## src/rtl/dmem_port_arbiter.sv

```systemverilog
// Data-memory port arbiter between the MEM stage (core) and a DMA/debug port.
// Core has priority; a starvation counter forces a one-cycle DMA grant.
//
// Ports:
//   clk, reset (async, active-low)
//   core_req/we/addr/wdata -> core_rdata, core_stall
//   dma_valid/we/addr/wdata -> dma_ready, dma_rvalid, dma_rdata
//   mem_we/addr/wdata -> data memory, mem_rdata <- data memory (comb read)
module dmem_port_arbiter #(
  parameter int AW           = 32,
  parameter int DW           = 32,
  parameter int STARVE_LIMIT = 4
) (
  input  logic          clk,
  input  logic          reset,
  input  logic          core_req,
  input  logic          core_we,
  input  logic [AW-1:0] core_addr,
  input  logic [DW-1:0] core_wdata,
  output logic [DW-1:0] core_rdata,
  output logic          core_stall,
  input  logic          dma_valid,
  output logic          dma_ready,
  input  logic          dma_we,
  input  logic [AW-1:0] dma_addr,
  input  logic [DW-1:0] dma_wdata,
  output logic          dma_rvalid,
  output logic [DW-1:0] dma_rdata,
  output logic          mem_we,
  output logic [AW-1:0] mem_addr,
  output logic [DW-1:0] mem_wdata,
  input  logic [DW-1:0] mem_rdata
);

  localparam int CW = $clog2(STARVE_LIMIT + 1);
  localparam logic [CW-1:0] LIMIT = CW'(STARVE_LIMIT);

  typedef enum logic {
    S_CORE,
    S_DMA
  } state_t;

  state_t        state;
  state_t        stateNext;
  logic [CW-1:0] starveCnt;
  logic          starveFull;
  logic          dmaRead;

  assign starveFull = (starveCnt == LIMIT);
  assign core_rdata = mem_rdata;
  assign dmaRead    = (state == S_DMA) & dma_valid & ~dma_we;

  always_ff @(posedge clk or negedge reset) begin
    if (!reset) begin
      state <= S_CORE;
    end else begin
      state <= stateNext;
    end
  end

  always_comb begin
    stateNext  = state;
    mem_we     = 1'b0;
    mem_addr   = core_addr;
    mem_wdata  = core_wdata;
    core_stall = 1'b0;
    dma_ready  = 1'b0;
    unique case (state)
      S_CORE: begin
        mem_we = core_req & core_we;
        if (dma_valid & (~core_req | starveFull)) begin
          stateNext = S_DMA;
        end
      end
      S_DMA: begin
        mem_we     = dma_valid & dma_we;
        mem_addr   = dma_addr;
        mem_wdata  = dma_wdata;
        dma_ready  = 1'b1;
        core_stall = core_req;
        stateNext  = S_CORE;
      end
    endcase
    // Reset must kill any write in flight, even mid-grant.
    if (!reset) begin
      mem_we     = 1'b0;
      dma_ready  = 1'b0;
      core_stall = 1'b0;
    end
  end

  always_ff @(posedge clk or negedge reset) begin
    if (!reset) begin
      starveCnt <= '0;
    end else if (!dma_valid || state == S_DMA) begin
      starveCnt <= '0;
    end else if (core_req && !starveFull) begin
      starveCnt <= starveCnt + CW'(1);
    end
  end

  always_ff @(posedge clk or negedge reset) begin
    if (!reset) begin
      dma_rvalid <= 1'b0;
      dma_rdata  <= '0;
    end else begin
      dma_rvalid <= dmaRead;
      if (dmaRead) begin
        dma_rdata <= mem_rdata;
      end
    end
  end

endmodule

```

## config.mk

```make
export PLATFORM = sky130hd
export DESIGN_NAME = dmem_port_arbiter
export DESIGN_NICKNAME = d
export VERILOG_FILES = /design/src/rtl/dmem_port_arbiter.sv
export SDC_FILE = /design/constraint.sdc
export NUM_CORES = 1
export LEC_CHECK = 0
export BUFFER_PORTS_ARGS = -buffer_cell sky130_fd_sc_hd__buf_2
export CAP_MARGIN = 10
export CORE_AREA = 10 10 108 110
export CTS_CLUSTER_SIZE = 40
export DETAILED_ROUTE_END_ITERATION = 6
export DIE_AREA = 0 0 118 120
export PLACE_DENSITY_LB_ADDON = 0.08
export SLEW_MARGIN = 15
export SYNTH_ARGS = -nofsm -noshare
export SYNTH_HDL_FRONTEND = slang
export SYNTH_SLANG_ARGS = --single-unit
```

## constraint.sdc

```tcl
create_clock -name clk -period 2 [get_ports clk]
set_input_delay 0.2 -clock clk [delete_from_list [all_inputs] [get_ports clk]]
set_output_delay 0.2 -clock clk [all_outputs]
set_load 0.01 [all_outputs]
```

==> results.ini <==
[run_status]
status = completed

[finish]
n_fill_cell = 981
final_cells = 598
nets = 631
syn_to_final_growth_pct = 55.3
drive_gt1_frac = 0.875

[synthesis]
synth_nets = 367
synthTopCellsByCount = 67 x mux2_2, 38 x buf_4, 37 x dfrtp_1
synth_cell_types = 21
yosysSeqAreaShare = 0.353
syn_inst = 199
synth-edff-count = 0
synth_most_common_cell = mux2_2
netlist_area_sq_mm = 0.00262
synth_top_area_share = 0.353
async_flop_share = 1.00
synth.largest_area_cell = dfrtp_1
netlist_top_cells_area = dfrtp_1 35%, mux2_2 29%, mux2_4 17%
synth_ff_type = dfrtp_1
yosys_warnings = 0
ys_seq_elements = 37
avgSynthCellArea_sq_um = 13.2

[routing]
drc = 0
firstDrtPassIters = 4
postRouteAntennaNets = 0
wl_per_cell_um = 18.6
drt_iter0_markers = 88
viasPerCell = 4.15
drt_wl_total_um = 11100
vias = 2483

[sta]
period_share = 0.875
worstMarginPinSlew_ns = 0.653
rsz0062_at_grt = false
finalSetupViolCount = 0
fmax_mhz = 572
fin_skew_ns = 0.00503
slew_violations = 0
fin_tns_setup_ns = 0
relSlewSlack = 0.565
fin_crit_ns = 1.75
finalHoldViolations = 0

[floorplan]
die_w_um = 118
die-area_sq_mm = 0.0142
initial_core_util = 0.275
num_io_pins = 298
coreArea_sq_mm = 0.00955
rows = 36
die_h_um = 120

[placement]
dp.cells = 589
dp.final_hpwl_um = 9810
gp_congestion = 0.780
io_buffers = 297

[critical_path]
critical_path_class = flop to output port
regToRegStartpoint = state
cp-start-kind = flop
crit_path_cell_trace = buf_4 -> mux2_2 -> buf_2
cp.arrival_ns = 1.55
slowest_stage = dfrtp_2
critPathMaxFanout = 28
crit_buf_inv = 2
cp.required_ns = 1.80
end_kind = output port
rrSetupSlack_ns = 0.46
max_stage_delay_ns = 0.42
cp-startpoint = state
cp_top_family = buffers and inverters

[power_and_ir_drop]
max-vdd-ir-drop_mv = 0.324
comb_power_share = 0.418
pwr-share-clk = 0.197
swShare = 0.316
p_int_mw = 1.77
switching_power_mw = 0.817
powerDensity_mw_per_mm2 = 635
power.leakage_nw = 2.31
p_seq_frac = 0.385

[global_route]
grt_pass1_vias = 2675
grt_pass1_wl_um = 16300
grt.overflow.total = 0
grt_max_degree = 46
track_usage = 0.143
grt_antenna_before_repair = 0

[job]
max_cap_violations = 0

[cts]
ctsResizeCount = 0
clock_tree.buffer_depth = 2
cts.sinks = 37
clk_pin_slew_worst_paths_ns = 0.08
clk_latency_ns = 0.28
cts_hold_buf = 0
cts_tree = yes
numCtsBuffers = 5
cts_setup_buffers = 0
cts-root-buf = clkbuf_8
cts.htree.levels = 2

[min_path]
hold_class = input pin to asynchronous set/reset pin

## layer usage
| metal | GRT usage | part of all wire | wire length (um) |
|---|---|---|---|
| met1 | 0.150 | 0.37 | 4110 |
| met2 | 0.267 | 0.54 | 5970 |
| met5 | 0 | 0 | 0 |
| met3 | 0.0544 | 0.083 | 927 |
| met4 | 0.0317 | 0.011 | 121 |
## cells in the final DEF, fill, tap and decap left out
master / n
nand3b_4: 1
and2_1: 1
buf_4: 2
clkbuf_8: 5
mux2_2: 67
or3b_2: 1
a21boi_0: 2
nand2b_1: 1
and4b_1: 1
nand3b_1: 4
ha_1: 2
nor2_1: 1
a21oi_1: 1
and3_1: 1
buf_2: 297
dfrtp_2: 1
mux2_4: 29
clkbuf_1: 1
dfrtp_1: 36
clkinvlp_4: 2
diode_2: 1
inv_1: 3
buf_12: 1
mux2i_1: 2
nand3_1: 1
nor3_1: 1
## power by group through the flow
| stage | Clock, mW | Sequential, mW | Combinational [mW] |
|---|---|---|---|
| 2_1_floorplan | 0 | 1.08 | 0.522 |
| 3_3_place_gp | 0 | 1.01 | 1.10 |
| 3_5_place_dp | 0 | 1.00 | 1.11 |
| 4_1_cts | 0.532 | 0.997 | 1.11 |
| 5_1_grt | 0.571 | 1.02 | 1.17 |
| 6_report | 0.509 | 0.995 | 1.08 |
## state kept, by name (all words and copies together) (netlist names)
name / flops
state: 1
dma_rdata: 32
starveCnt: 3
dma_rvalid: 1
## final timing paths
path / endpoint / cells after the start
max reg2reg: dma_rdata[19] / 2
min: dma_rdata[31] / 2
max in group asynchronous: state / 2
min in group clk: dma_rdata[17] / 2
min reg2reg: dma_rdata[5] / 1
max: mem_wdata[15] / 3
## stage by stage
stage | cell area, sq um | utilization | hold WS (ns) | power, mW | worst slack [ns]
after floorplan | 2620 | - | -0.0956 | 1.60 | 0.634
after global placement | 3980 | 0.417 | 0.357 | 2.11 | 0.439
after detailed placement | 3980 | 0.417 | 0.365 | 2.11 | 0.423
after CTS | 4070 | 0.426 | 0.0478 | 2.64 | 0.233
after global routing | 4070 | 0.426 | 0.0684 | 2.76 | 0.170
final | 4070 | 0.426 | 0.0153 | 2.59 | 0.250
## kinds of logic (layout without fill, tap and decap cells)
group | after synthesis | after routing | share of synthesized area
multiplexers | 98 | 98 | 0.461
buffers and inverters | 46 | 311 | 0.130
flip-flops | 37 | 37 | 0.353
AND/OR/NAND/NOR | 13 | 13 | 0.0386
AO/OA/AOI/OAI | 3 | 3 | 0.00763
adder cells (fa/ha/maj) | 2 | 2 | 0.00954
other | 0 | 1 | 0
## layout make-up
cell class	count	area, sq um	area share
multi-input cells	116	1360	0.333
flip-flops and latches	37	927	0.228
well taps	133	166	0.0409
inverters	3	11.3	0.00276
diodes	1	2.50	0.000614
clock inverters	2	15.0	0.00369
clock buffers	6	72.6	0.0178
repair buffers	300	1520	0.374
Power figures use the tool's default switching activity.
